File: config.mk
export PLATFORM = sky130hd
export DESIGN_NAME = if_fetch_unit_flat
export DESIGN_NICKNAME = d
export VERILOG_FILES = /design/src/rtl/if_fetch_unit_pkg.sv /design/src/rtl/if_fetch_unit_if.sv /design/src/rtl/if_skid_buffer.sv /design/src/rtl/if_fetch_unit.sv /design/src/flat_wrapper.sv
export SDC_FILE = /design/constraint.sdc
export NUM_CORES = 1
export LEC_CHECK = 0
export ABC_CLOCK_PERIOD_IN_PS = 8000
export BUFFER_PORTS_ARGS = -buffer_cell sky130_fd_sc_hd__buf_2
export CORE_MARGIN = 3
export CORE_UTILIZATION = 45
export CTS_BUF_LIST = sky130_fd_sc_hd__clkbuf_8 sky130_fd_sc_hd__clkbuf_16
export CTS_CLUSTER_DIAMETER = 60
export DETAILED_ROUTE_END_ITERATION = 10
export PLACE_DENSITY = 0.62
export SLEW_MARGIN = 20
export SYNTH_ARGS = -nofsm -noshare
export SYNTH_HDL_FRONTEND = slang
export SYNTH_SLANG_ARGS = --single-unit
File: constraint.sdc
create_clock -name clk -period 8 [get_ports clk]
set_input_delay 0.4 -clock clk [delete_from_list [all_inputs] [get_ports clk]]
set_output_delay 0.4 -clock clk [all_outputs]
set_load 0.01 [all_outputs]
File: src/rtl/if_fetch_unit_pkg.sv
// Shared definitions for the MIPS IF stage: FSM encoding, reset defaults and constants.
package if_fetch_unit_pkg;

   typedef enum logic [1:0] {
      ST_RUN  = 2'd0,
      ST_SKID = 2'd1,
      ST_KILL = 2'd2
   } fetch_state_t;

   localparam logic [31:0] NOP_INSTR        = 32'h0000_0000;
   localparam logic [31:0] DEFAULT_RESET_PC = 32'h0000_0000;
   localparam logic [31:0] DEFAULT_PC_STEP  = 32'd4;
   localparam logic [31:0] WORD_ALIGN_MASK  = 32'hFFFF_FFFC;

endpackage

File: src/rtl/if_fetch_unit_if.sv
// Instruction-memory req/ack port: the fetch unit is master, the memory is slave.
interface if_fetch_unit_if;
   logic        req;
   logic [31:0] addr;
   logic        ack;
   logic [31:0] rdata;

   modport master (output req, output addr, input ack, input rdata);
   modport slave  (input req, input addr, output ack, output rdata);
endinterface

File: src/rtl/if_skid_buffer.sv
// One-entry {pc_add, instr} holding register used when a fetch returns while IF/ID is stalled.
module if_skid_buffer
   import if_fetch_unit_pkg::*;
(
   input  logic        clk,
   input  logic        reset,
   input  logic        load,
   input  logic        unload,
   input  logic        clear,
   input  logic [31:0] load_pc_add,
   input  logic [31:0] load_instr,
   output logic        valid,
   output logic [31:0] pc_add,
   output logic [31:0] instr
);

   logic        valid_reg;
   logic [31:0] pc_add_reg;
   logic [31:0] instr_reg;

   always_ff @(posedge clk or posedge reset) begin
      if (reset) begin
         valid_reg  <= 1'b0;
         pc_add_reg <= 32'h0;
         instr_reg  <= NOP_INSTR;
      end else if (clear || unload) begin
         valid_reg <= 1'b0;
      end else if (load) begin
         valid_reg  <= 1'b1;
         pc_add_reg <= load_pc_add;
         instr_reg  <= load_instr;
      end
   end

   assign valid  = valid_reg;
   assign pc_add = pc_add_reg;
   assign instr  = instr_reg;

endmodule

File: src/rtl/if_fetch_unit.sv
// IF stage: owns the PC, fetches over a req/ack port, and presents {PC+4, instruction} to IF/ID.
module if_fetch_unit
   import if_fetch_unit_pkg::*;
#(
   parameter logic [31:0] RESET_PC = DEFAULT_RESET_PC,
   parameter logic [31:0] PC_STEP  = DEFAULT_PC_STEP
)(
   input  logic                  clk,
   input  logic                  reset,
   input  logic                  stall,
   input  logic                  branch_taken,
   input  logic [31:0]           branch_target,
   if_fetch_unit_if.master       imem,
   output logic [31:0]           pc_add_result,
   output logic [31:0]           instruction,
   output logic                  if_id_write,
   output logic                  if_id_flush
);

   fetch_state_t state_reg;
   logic [31:0]  pc_reg;
   logic [31:0]  addr_reg;
   logic [31:0]  instr_reg;
   logic [31:0]  pc_add_reg;
   logic         req_reg;
   logic         out_valid_reg;

   logic [31:0]  pc_step_sum;
   logic [31:0]  target_aligned;
   logic         can_accept;
   logic         skid_load;
   logic         skid_unload;
   logic         skid_valid;
   logic [31:0]  skid_pc_add;
   logic [31:0]  skid_instr;

   assign pc_step_sum    = pc_reg + PC_STEP;
   assign target_aligned = branch_target & WORD_ALIGN_MASK;
   // Output slot is free, or IF/ID takes its current contents at this edge.
   assign can_accept     = !out_valid_reg || !stall;
   assign skid_load      = !branch_taken && (state_reg == ST_RUN) && req_reg && imem.ack && !can_accept;
   assign skid_unload    = !branch_taken && (state_reg == ST_SKID) && skid_valid && !stall;

   if_skid_buffer u_skid (
      .clk         (clk),
      .reset       (reset),
      .load        (skid_load),
      .unload      (skid_unload),
      .clear       (branch_taken),
      .load_pc_add (pc_step_sum),
      .load_instr  (imem.rdata),
      .valid       (skid_valid),
      .pc_add      (skid_pc_add),
      .instr       (skid_instr)
   );

   always_ff @(posedge clk or posedge reset) begin
      if (reset) begin
         state_reg     <= ST_RUN;
         pc_reg        <= RESET_PC;
         addr_reg      <= RESET_PC;
         req_reg       <= 1'b0;
         out_valid_reg <= 1'b0;
         instr_reg     <= NOP_INSTR;
         pc_add_reg    <= 32'h0;
      end else if (branch_taken) begin
         pc_reg        <= target_aligned;
         out_valid_reg <= 1'b0;
         instr_reg     <= NOP_INSTR;
         // An unacknowledged request must finish before the new target is fetched.
         if (req_reg && !imem.ack) begin
            state_reg <= ST_KILL;
         end else begin
            state_reg <= ST_RUN;
            req_reg   <= 1'b1;
            addr_reg  <= target_aligned;
         end
      end else begin
         case (state_reg)
            ST_RUN: begin
               if (req_reg && imem.ack) begin
                  pc_reg <= pc_step_sum;
                  if (can_accept) begin
                     instr_reg     <= imem.rdata;
                     pc_add_reg    <= pc_step_sum;
                     out_valid_reg <= 1'b1;
                     addr_reg      <= pc_step_sum;
                  end else begin
                     req_reg   <= 1'b0;
                     state_reg <= ST_SKID;
                  end
               end else begin
                  if (!stall) begin
                     out_valid_reg <= 1'b0;
                  end
                  if (!req_reg && can_accept) begin
                     req_reg  <= 1'b1;
                     addr_reg <= pc_reg;
                  end
               end
            end
            ST_SKID: begin
               if (skid_unload) begin
                  instr_reg     <= skid_instr;
                  pc_add_reg    <= skid_pc_add;
                  out_valid_reg <= 1'b1;
                  req_reg       <= 1'b1;
                  addr_reg      <= pc_reg;
                  state_reg     <= ST_RUN;
               end
            end
            ST_KILL: begin
               if (imem.ack) begin
                  req_reg   <= 1'b1;
                  addr_reg  <= pc_reg;
                  state_reg <= ST_RUN;
               end
            end
            default: state_reg <= ST_RUN;
         endcase
      end
   end

   assign imem.req      = req_reg;
   assign imem.addr     = addr_reg;
   assign instruction   = instr_reg;
   assign pc_add_result = pc_add_reg;
   assign if_id_write   = !stall;
   assign if_id_flush   = !out_valid_reg;

endmodule

File: src/flat_wrapper.sv
// flat-port wrapper written by rule: the top's interface ports become plain ports
module if_fetch_unit_flat import if_fetch_unit_pkg::*;
#(
   parameter logic [31:0] RESET_PC = DEFAULT_RESET_PC,
   parameter logic [31:0] PC_STEP  = DEFAULT_PC_STEP
)
  (clk, reset, stall, branch_taken, branch_target, pc_add_result, instruction, if_id_write, if_id_flush, imem_req, imem_addr, imem_ack, imem_rdata);
  if_fetch_unit_if imem_i ();
  input  logic clk;
  input  logic reset;
  input  logic stall;
  input  logic branch_taken;
  input  logic [31:0] branch_target;
  output logic [31:0] pc_add_result;
  output logic [31:0] instruction;
  output logic if_id_write;
  output logic if_id_flush;
  output wire logic [$bits(imem_i.req)-1:0] imem_req;
  output wire logic [$bits(imem_i.addr)-1:0] imem_addr;
  input wire logic [$bits(imem_i.ack)-1:0] imem_ack;
  input wire logic [$bits(imem_i.rdata)-1:0] imem_rdata;
  assign imem_req = imem_i.req;
  assign imem_addr = imem_i.addr;
  assign imem_i.ack = imem_ack;
  assign imem_i.rdata = imem_rdata;
  if_fetch_unit #(.RESET_PC(RESET_PC), .PC_STEP(PC_STEP)) u_core (.clk(clk), .reset(reset), .stall(stall), .branch_taken(branch_taken), .branch_target(branch_target), .imem(imem_i), .pc_add_result(pc_add_result), .instruction(instruction), .if_id_write(if_id_write), .if_id_flush(if_id_flush));
endmodule
==> results of run 1 <==
path summary, 6_finish.rpt:
| check | to | slack, ns | cells past startpoint | from |
|---|---|---|---|---|
| setup / recovery | u_core.pc_add_result[19] | 4.53 | 6 | u_core.state_reg[1] |
| hold / removal | u_core.imem.addr[1] | 0.15 | 2 | reset |
| setup reg to reg | u_core.pc_add_result[19] | 4.53 | 6 | u_core.state_reg[1] |
| hold reg to reg | u_core.pc_add_result[7] | 0.47 | 1 | u_core.pc_add_result[7] |
| max in group asynchronous | u_core.u_skid.pc_add[18] | 6.43 | 3 | reset |
| min in group clk | u_core.u_skid.instr[8] | 0.16 | 3 | imem_rdata[8] |
Yosys cell counts, types with 21 or more instances:
cell type	number	share of area
a21oi_1	25	0.013
clkbuf_1	48	0.018
dfrtp_1	190	0.48
mux2i_1	45	0.046
nand2_1	241	0.092
nand3_1	38	0.019
nand4_1	21	0.013
nor2_1	47	0.018
o21ai_0	64	0.032
o31ai_1	35	0.027
xnor2_1	31	0.028
xor2_1	44	0.039
power groups by stage:
stage | logic [W] | registers [W] | clock network (W)
after floorplan | 0.000577 | 0.00152 | 0
after global placement | 0.000937 | 0.00150 | 0
after detailed placement | 0.000958 | 0.00151 | 0
after CTS | 0.000962 | 0.00150 | 0.000882
after global routing | 0.00106 | 0.00154 | 0.000921
final | 0.000943 | 0.00150 | 0.000869
cells by family after synthesis:
family                     after synthesis  share of synthesized area
muxes                                   60                     0.0628
and+or+nand+nor                        423                      0.204
buffers and inverters                  105                     0.0487
AOI/OAI and AO/OA                      196                      0.130
other                                    1                   0.000380
adders and majority gates                4                    0.00507
DFF                                    190                      0.482
xor gates and xnor gates                75                     0.0666
per-stage QoR:
step / power, W / worst slack, ns / instance area, sq um
2_1_floorplan: 0.00210 / 2.43 / 9870
3_3_place_gp: 0.00244 / 4.57 / 10700
3_5_place_dp: 0.00247 / 4.52 / 10700
6_report: 0.00331 / 4.53 / 11300
5_1_grt: 0.00352 / 4.19 / 11300
4_1_cts: 0.00334 / 4.51 / 11300
area by class of cell:
type / instances / area (sq um) / share of cell area
Clock buffer: 17 / 425 / 0.0377
Clock inverter: 15 / 161 / 0.0143
Inverter: 16 / 67.6 / 0.00598
Multi-Input combinational cell: 760 / 4660 / 0.413
Sequential cell: 190 / 4750 / 0.421
Tap cell: 275 / 344 / 0.0305
Timing Repair Buffer: 171 / 876 / 0.0776
metal layers:
layer | vias to the layer above | global-route usage | share of wire | wire length [um]
met5 | - | 0 | 0 | 0
met4 | 0 | 0.0749 | 0.028 | 704
met3 | 34 | 0.0428 | 0.053 | 1350
met2 | 215 | 0.344 | 0.47 | 11900
met1 | 3849 | 0.294 | 0.45 | 11500
li1 | 3829 | - | - | -
layout by cell type (no fill, tap or decap), drive strengths merged, types with 7 or more instances in the layout:
cell,netlist,routed
nand2,242,242
dfrtp,190,190
buf,41,171
o21ai,65,65
nor2,47,47
mux2i,45,45
xor2,44,44
nand3,40,40
o31ai,35,35
xnor2,31,31
a21oi,25,25
nand4,25,25
inv,14,20
nor4,18,18
clkbuf,48,17
nor3,16,16
mux2,15,15
a21o,12,12
nand2b,11,11
a211oi,11,11
o211ai,9,9
a21boi,7,7
clkinv,2,7
worst max-delay path: stages, from the launching register on:
cell and delay (ns):
dfrtp_1 0.41, inv_1 0.09, ha_2 0.76, buf_4 0.57, clkinv_1 0.74, nand2_1 0.58, o211ai_1 0.16
==> impl_metrics.env, run 1 <==
export IMPL_cts_resized=0
export IMPL_cts_root_buf="clkbuf_16"
export IMPL_cp_arrival_ns=3.77
export IMPL_cp_start_kind="register"
export IMPL_synth_edf_count=0
export IMPL_final_net_count=1229
export IMPL_clk_latency_ns=0.44
export IMPL_cts_sinks=190
export IMPL_diodes=0
export IMPL_ant_nets=0
export IMPL_fin_cells=1444
export IMPL_drtIter0Drc=612
export IMPL_netlist_instances=1054
export IMPL_routed_wl_um=25400
export IMPL_maxCapViolations=0
export IMPL_yosys_most_used_dff="dfrtp_1"
export IMPL_die_w_um=154
export IMPL_yosysSeqAreaShare=0.482
export IMPL_antenna_found_initial=0
export IMPL_ys_seq_elements=190
export IMPL_grt_first_pass_wirelength_um=41300
export IMPL_clk_path_buf_depth=2
export IMPL_drv_slew=0
export IMPL_io_pins=168
export IMPL_setup_violations=0
export IMPL_grt_pass1_vias=7744
export IMPL_async_reset_ff_frac=1.00
export IMPL_p_sw_frac=0.357
export IMPL_holdWs_ns=0.153
export IMPL_criticalPathCategory="register to register"
export IMPL_fin_crit_sh=0.434
export IMPL_n_fill_cell=1996
export IMPL_overflow=0
export IMPL_combPwrFrac=0.285
export IMPL_layout_drive_gt1_share=0.208
export IMPL_io_buffers=163
export IMPL_htreeDepth=4
export IMPL_synthToLayoutAreaGrowth_pct=14.5
export IMPL_synth_distinct_cells=61
export IMPL_netlist_area_sq_um=9860
export IMPL_synth_warnings=0
export IMPL_tightestPinTransition_ns=0.945
export IMPL_gp_congestion=0.860
export IMPL_grt_usage=0.215
export IMPL_fmax_mhz=288
export IMPL_rows=53
export IMPL_placed_cells=1412
export IMPL_die_area_sq_um=23700
export IMPL_slew_headroom=0.365
export IMPL_vias=7927
export IMPL_core_area_sq_um=21300
export IMPL_numCtsBuffers=17
export IMPL_clk_pin_slew_ns=0.07
export IMPL_powerDensity_nw_per_um2=293
export IMPL_end_kind="register"
export IMPL_intPower_w=0.00213
export IMPL_ir_worst_vdd_uv=159
export IMPL_initial_core_util=0.463
export IMPL_wl_per_cell_um=17.6
export IMPL_dp_hpwl_um=16800
export IMPL_drc=0
export IMPL_p_clk_frac=0.263
export IMPL_period_needed_ns=3.47
export IMPL_worstPathRequired_ns=8.30
export IMPL_netSwitchingPower_w=0.00118
export IMPL_die_y_um=154
export IMPL_postCtsHoldBufs=0
export IMPL_post_cts_buffers=0
export IMPL_crit_fanout=38
export IMPL_vias_per_cell=5.49
export IMPL_syn_area_per_cell_sq_um=9.36
export IMPL_fin_tns_setup_ns=0
export IMPL_power_static_leakage_nw=5.12
export IMPL_cts_tree="done"
export IMPL_post_route_util=0.530
export IMPL_status="finished, final reports clean"
export IMPL_finalHoldViolCount=0
export IMPL_seqPwrFrac=0.452
export IMPL_finalClockSkew_ns=0.0147
export IMPL_first_pass_iters=5
export IMPL_hold_class="primary input to asynchronous set/reset pin"
export IMPL_rsz0062_at_grt="false"
export IMPL_grt_max_degree=126
No activity file was read; power rests on OpenSTA's default activity.
==> run 2, diff against run 1 <==
--- a/config.mk
+++ b/config.mk
@@ -5,14 +5,15 @@
 export SDC_FILE = /design/constraint.sdc
 export NUM_CORES = 1
 export LEC_CHECK = 0
-export ABC_CLOCK_PERIOD_IN_PS = 8000
+export ABC_AREA = 1
+export ABC_CLOCK_PERIOD_IN_PS = 3100
 export BUFFER_PORTS_ARGS = -buffer_cell sky130_fd_sc_hd__buf_2
 export CORE_MARGIN = 3
 export CORE_UTILIZATION = 45
 export CTS_BUF_LIST = sky130_fd_sc_hd__clkbuf_8 sky130_fd_sc_hd__clkbuf_16
 export CTS_CLUSTER_DIAMETER = 60
 export DETAILED_ROUTE_END_ITERATION = 10
-export PLACE_DENSITY = 0.62
+export PLACE_DENSITY = 0.65
 export SLEW_MARGIN = 20
 export SYNTH_ARGS = -nofsm -noshare
 export SYNTH_HDL_FRONTEND = slang
==> constraint.sdc (replaced) <==
create_clock -name clk -period 3.1 [get_ports clk]
set_input_delay 0.155 -clock clk [delete_from_list [all_inputs] [get_ports clk]]
set_output_delay 0.155 -clock clk [all_outputs]
set_load 0.01 [all_outputs]
==> run 2 against run 1 <==
  * Sequential power grew to 3.0 times the previous value
  * Die area fell by 1.9%
  * Final area grew 2.1%
  * Sequential share of layout area decreased by 0.85 points
  * Power rose to 3.6 times the previous value
  * Critical endpoint is now u_core.instruction[2]
  * Largest cell class unchanged
  * Largest power group is now combinational cells
==> impl_metrics.env, run 2 <==
export IMPL_grt_busiest_layer="met1"
export IMPL_worstReg2RegStart="u_core.state_reg[1]"
export IMPL_fin_crit_sh=0.835
export IMPL_first_pass_iters=5
export IMPL_htreeDepth=4
export IMPL_die_area_sq_um=23300
export IMPL_finalClockSkew_ns=0.0137
export IMPL_tightestPinTransition_ns=1.01
export IMPL_cp_start_kind="register"
export IMPL_fin_cells=1717
export IMPL_finalHoldViolCount=0
export IMPL_seqPwrFrac=0.379
export IMPL_initial_core_util=0.467
export IMPL_fin_area_sq_um=11500
export IMPL_grtUsageMet1=0.353
export IMPL_drtIter0Drc=635
export IMPL_layout_drive_gt1_share=0.169
export IMPL_clk_latency_ns=0.44
export IMPL_grt_use_met3=0.0400
export IMPL_overflow=0
export IMPL_grt_max_degree=153
export IMPL_async_reset_ff_frac=1.00
export IMPL_critPathMaxStageDelay_ns=0.64
export IMPL_yosysSeqAreaShare=0.492
export IMPL_dp_slack_ns=0.528
export IMPL_gp_congestion=0.875
export IMPL_synth_distinct_cells=36
export IMPL_worstSetupStartpoint="u_core.state_reg[1]"
export IMPL_power_static_leakage_nw=5.70
export IMPL_ant_nets=0
export IMPL_die_w_um=153
export IMPL_end_kind="register"
export IMPL_cts_sinks=190
export IMPL_clk_pin_slew_ns=0.07
export IMPL_die_y_um=153
export IMPL_period_needed_ns=2.59
export IMPL_register_area_sq_um=4750
export IMPL_clk_path_buf_depth=2
export IMPL_vias=8939
export IMPL_path_cells="inv_1 > ha_1 > inv_4 > nor2_4 > nand2_1 > o21a_1 > o21ai_1 > nor2_4 > buf_4 > nor2_1 > a21oi_1"
export IMPL_netSwitchingPower_w=0.00520
export IMPL_netlist_area_sq_um=9670
export IMPL_ff2ff_path_depth=11
export IMPL_dp_hpwl_um=17900
export IMPL_multi_input_area_sq_um=4120
export IMPL_worstPathRequired_ns=3.46
export IMPL_drc=0
export IMPL_p_sw_frac=0.440
export IMPL_ys_seq_elements=190
export IMPL_maxCapViolations=0
export IMPL_grt_pass1_vias=8342
export IMPL_synth_warnings=0
export IMPL_combPwrFrac=0.442
export IMPL_regToRegSetupSlack_ns=0.51
export IMPL_diodes=0
export IMPL_hold_end="u_core.pc_reg[24]"
export IMPL_io_buffers=163
export IMPL_rsz0062_at_grt="false"
export IMPL_r2r_end="u_core.instruction[2]"
export IMPL_n_fill_cell=1968
export IMPL_status="finished, final reports clean"
export IMPL_syn_area_per_cell_sq_um=7.60
export IMPL_setup_ws_ns=0.510
export IMPL_setup_violations=0
export IMPL_cts_resized=0
export IMPL_p_clk_frac=0.179
export IMPL_drv_slew=0
export IMPL_yosysMostFrequentCell="nand2_1"
export IMPL_cts_root_buf="clkbuf_16"
export IMPL_final_cell_mix="302 x nand2_1, 195 x nor2_1, 190 x dfrtp_1"
export IMPL_synth_commonest_cells="302 x nand2_1, 195 x nor2_1, 190 x dfrtp_1"
export IMPL_intPower_w=0.00662
export IMPL_slowest_stage="nor2_4"
export IMPL_yosys_most_used_dff="dfrtp_1"
export IMPL_yosysTopAreaCell="dfrtp_1"
export IMPL_synth_edf_count=0
export IMPL_cts_tree="done"
export IMPL_numCtsBuffers=17
export IMPL_ir_worst_vdd_uv=419
export IMPL_layout_commonest_cell="nand2_1"
export IMPL_crit_fanout=39
export IMPL_cp_arrival_ns=2.95
export IMPL_yosys_top_cells_area="dfrtp_1 49%, nand2_1 12%, nor2_1 7.6%, a21oi_1 6.5%, o21ai_0 4.9%"
export IMPL_fin_tns_setup_ns=0
export IMPL_hold_path_startpoint="branch_target[24]"
export IMPL_synthToLayoutAreaGrowth_pct=19.2
export IMPL_fmax_mhz=386
export IMPL_io_pins=168
export IMPL_placed_cells=1651
export IMPL_grtUsageMet2=0.347
export IMPL_criticalPathCategory="register to register"
export IMPL_grt_first_pass_wirelength_um=44300
export IMPL_final_net_count=1507
export IMPL_wl_per_cell_um=15.8
export IMPL_slew_headroom=0.324
export IMPL_cp_common_cell="nor2_4"
export IMPL_antenna_found_initial=0
export IMPL_vias_per_cell=5.21
export IMPL_yosys_area_top_type_share=0.492
export IMPL_routed_wl_um=27000
export IMPL_powerDensity_nw_per_um2=1030
export IMPL_rows=52
export IMPL_post_cts_buffers=0
export IMPL_hold_depth=3
export IMPL_netlist_instances=1272
export IMPL_grt_usage=0.232
export IMPL_core_area_sq_um=20700
export IMPL_dpl_cell_area_sq_um=10600
export IMPL_hold_class="primary input to register"
-- run 2: cell types whose count changed in the layout (fill, tap and decap cells not counted), sizes merged, moves of 17 or more --
cell         change
o21ai           +42
nand4           -24
xor2            -37
nor2           +161
nor4            -18
a21oi          +103
xnor2           -29
a31oi           +45
inv            +102
nand2           +65
nand3           +17
dlygate4sd3     +34
o31ai           -34
mux2i           -45
-- run 2: critical path, delay by kind of cell, from the launching register on --
kind            cells  cell delay [ns]
simple gates        4             0.88
flops               1             0.35
fa+ha+maj           1             0.23
buf+inv             3             0.66
compound gates      3             0.37
-- run 2: routing by layer --
metal | share of wire | routed length [um]
met5 | 0 | 0
met1 | 0.49 | 13300
met3 | 0.062 | 1680
met4 | 0.012 | 335
met2 | 0.43 | 11700
-- run 2: area by class of cell --
| type | count | area share |
|---|---|---|
| clock buffers | 17 | 0.0369 |
| clock inverters | 15 | 0.0109 |
| inverters | 115 | 0.0384 |
| multi-input cells | 897 | 0.358 |
| flip-flops and latches | 190 | 0.413 |
| well taps | 270 | 0.0293 |
| repair buffers | 213 | 0.114 |
-- run 2: metrics by stage --
stage                     hold slack (ns)   util  total power (W)
after floorplan                     0.276      -          0.00795
after global placement              0.369  0.514          0.00955
after detailed placement            0.371  0.514          0.00970
after CTS                         0.00515  0.557           0.0119
after global routing               0.0231  0.557           0.0128
final                              0.0153  0.557           0.0118
-- run 2: worst max-delay path by stage --
stage | slack, ns | endpoint | cells after the start
after floorplan | 0.50 | u_core.imem.addr[10] | 1
after global routing | 0.19 | u_core.instruction[0] | 11
after detailed placement | 0.53 | u_core.instruction[0] | 11
final | 0.51 | u_core.instruction[2] | 11
after global placement | 0.60 | u_core.instruction[1] | 11
after CTS | 0.51 | u_core.instruction[0] | 11
-- run 2: power by group through the flow --
| stage | Clock (W) | Sequential, W | Combinational, W |
|---|---|---|---|
| 2_1_floorplan | 0 | 0.00466 | 0.00330 |
| 6_report | 0.00211 | 0.00448 | 0.00523 |
| 3_3_place_gp | 0 | 0.00448 | 0.00507 |
| 5_1_grt | 0.00226 | 0.00464 | 0.00591 |
| 4_1_cts | 0.00214 | 0.00447 | 0.00525 |
| 3_5_place_dp | 0 | 0.00451 | 0.00519 |
-- run 2: cell families (layout without fill, tap and decap cells) --
family | after synthesis | count (layout) | share of synthesized area
flops | 190 | 190 | 0.492
compound gates | 305 | 305 | 0.171
other cells | 1 | 2 | 0.000388
simple gates | 577 | 577 | 0.241
xor+xnor | 9 | 9 | 0.00815
buf+inv | 186 | 360 | 0.0821
fa+ha+maj | 4 | 4 | 0.00518
-- run 2: repair_timing --
action	CTS	global route
setup endpoints to repair	0	0
hold endpoints to repair	71	0
hold buffers	34	0
==> run 3, diff against run 2 <==
--- a/config.mk
+++ b/config.mk
@@ -6,14 +6,14 @@
 export NUM_CORES = 1
 export LEC_CHECK = 0
 export ABC_AREA = 1
-export ABC_CLOCK_PERIOD_IN_PS = 3100
+export ABC_CLOCK_PERIOD_IN_PS = 2400
 export BUFFER_PORTS_ARGS = -buffer_cell sky130_fd_sc_hd__buf_2
 export CORE_MARGIN = 3
 export CORE_UTILIZATION = 45
 export CTS_BUF_LIST = sky130_fd_sc_hd__clkbuf_8 sky130_fd_sc_hd__clkbuf_16
 export CTS_CLUSTER_DIAMETER = 60
 export DETAILED_ROUTE_END_ITERATION = 10
-export PLACE_DENSITY = 0.65
+export PLACE_DENSITY = 0.62
 export SLEW_MARGIN = 20
 export SYNTH_ARGS = -nofsm -noshare
 export SYNTH_HDL_FRONTEND = slang
==> constraint.sdc (replaced) <==
create_clock -name clk -period 2.4 [get_ports clk]
set_input_delay 0.12 -clock clk [delete_from_list [all_inputs] [get_ports clk]]
set_output_delay 0.12 -clock clk [all_outputs]
set_load 0.01 [all_outputs]
==> run 3 against run 2 <==
  * Global-route usage down 0.38 points
  * Worst setup slack got worse by 0.17 ns
  * Register-to-register slack worse by 0.17 ns
  * Highest routed layer unchanged
==> impl_metrics.env, run 3 (same netlist as run 2, synthesis figures left out) <==
export IMPL_clk_latency_ns=0.43
export IMPL_grt_max_degree=106
export IMPL_post_route_util=0.565
export IMPL_io_pins=168
export IMPL_powerDensity_nw_per_um2=1330
export IMPL_die_area_sq_um=23300
export IMPL_antenna_found_initial=0
export IMPL_core_area_sq_um=20700
export IMPL_cts_tree="done"
export IMPL_cts_sinks=190
export IMPL_dp_hpwl_um=18000
export IMPL_overflow=0
export IMPL_wl_met3_um=1560
export IMPL_setup_violations=0
export IMPL_dr_wl_met2_um=11800
export IMPL_layout_drive_gt1_share=0.172
export IMPL_status="finished, final reports clean"
export IMPL_synthToLayoutAreaGrowth_pct=21.0
export IMPL_fmax_mhz=485
export IMPL_crit_fanout=6
export IMPL_wl_met1_um=13200
export IMPL_numCtsBuffers=17
export IMPL_maxCapViolations=0
export IMPL_diodes=0
export IMPL_rows=52
export IMPL_drc=0
export IMPL_final_cell_mix="302 x nand2_1, 195 x nor2_1, 190 x dfrtp_1"
export IMPL_placed_cells=1657
export IMPL_worstPathRequired_ns=2.71
export IMPL_io_buffers=163
export IMPL_die_w_um=153
export IMPL_final_net_count=1514
export IMPL_clk_pin_slew_ns=0.07
export IMPL_hold_class="primary input to register"
export IMPL_vias_per_cell=5.12
export IMPL_fin_cells=1724
export IMPL_die_y_um=153
export IMPL_grt_usage=0.228
export IMPL_ant_nets=0
export IMPL_ir_worst_vdd_uv=523
export IMPL_clk_path_buf_depth=2
export IMPL_cp_start_kind="register"
export IMPL_slew_headroom=0.529
export IMPL_drv_slew=0
export IMPL_tightestPinTransition_ns=0.707
export IMPL_routed_wl_um=26700
export IMPL_criticalPathCategory="register to register"
export IMPL_layout_commonest_cell="nand2_1"
export IMPL_cp_arrival_ns=2.38
export IMPL_grt_pass1_vias=8225
export IMPL_finalHoldViolCount=0
export IMPL_wl_per_cell_um=15.5
export IMPL_finalClockSkew_ns=0.0130
export IMPL_drtIter0Drc=742
export IMPL_period_needed_ns=2.06
export IMPL_initial_core_util=0.467
export IMPL_htreeDepth=4
export IMPL_rsz0062_at_grt="false"
export IMPL_end_kind="register"
export IMPL_grt_first_pass_wirelength_um=43600
export IMPL_vias=8825
export IMPL_gp_congestion=0.904
export IMPL_fin_crit_sh=0.860
export IMPL_power_static_leakage_nw=5.76
export IMPL_highest_layer="met4"
export IMPL_first_pass_iters=5
export IMPL_cts_root_buf="clkbuf_16"
## run 3: worst paths after layout
path / start / end / slack [ns] / cells past startpoint
max reg2reg: u_core.pc_reg[2] / u_core.pc_add_result[28] / 0.34 / 10
max in group asynchronous: reset / u_core.u_skid.instr[24] / 1.52 / 4
min reg2reg: u_core.pc_add_result[25] / u_core.pc_add_result[25] / 0.48 / 2
min: branch_target[24] / u_core.pc_reg[24] / 0.01 / 3
min in group asynchronous: reset / u_core.imem.addr[1] / 0.37 / 4
max: u_core.pc_reg[2] / u_core.pc_add_result[28] / 0.34 / 10
## run 3: power breakdown
| part | switching [W] | leakage (nW) | internal (W) |
|---|---|---|---|
| Clock | 0.00133 | 0.282 | 0.00157 |
| Sequential | 0.000962 | 2.24 | 0.00481 |
| Combinational | 0.00439 | 3.24 | 0.00254 |
| Total | 0.00669 | 5.76 | 0.00892 |
## run 3: critical path, cell delays in order (launching register included)
cell and delay (ns):
dfrtp_1 0.43, ha_1 0.21, nand2_1 0.08, nor2_2 0.21, nand2_2 0.16, nor2_1 0.29
nand2_1 0.09, nand2_1 0.08, nand2_1 0.15, o21ai_0 0.19, nand2_1 0.07
## run 3: area by class of cell
cell class | instances | area (sq um)
inverter | 115 | 443
sequential | 190 | 4750
clock buffer | 17 | 425
multi-input combinational | 897 | 4120
fill | 1976 | 8990
clock inverter | 15 | 179
timing repair buffer | 220 | 1430
tap | 270 | 338
## run 3: routing by layer
metal / up-vias / track usage
li1: 4461 / -
met1: 4069 / 0.344
met2: 274 / 0.346
met3: 21 / 0.0381
met4: 0 / 0.0513
met5: - / 0
## run 3: what timing repair did
item / 4_1_cts / 5_1_grt
hold buffers: 35 / 0
gates resized for setup: 0 / 0
setup buffers: 0 / 0
endpoints found under the setup margin: 0 / 0
endpoints found under the hold margin: 229 / 0
## run 3: metrics by stage
step | instance area (sq um) | power [W] | hold slack [ns] | TNS, ns | setup WS, ns
global placement | 10700 | 0.0126 | 0.322 | 0 | 0.396
global route | 11700 | 0.0169 | 0.0272 | 0 | 0.0761
CTS | 11700 | 0.0157 | 0.00969 | 0 | 0.340
finish | 11700 | 0.0156 | 0.0120 | 0 | 0.337
detailed placement | 10700 | 0.0127 | 0.322 | 0 | 0.375
floorplan | 9680 | 0.0103 | 0.241 | -32.01 | -0.168
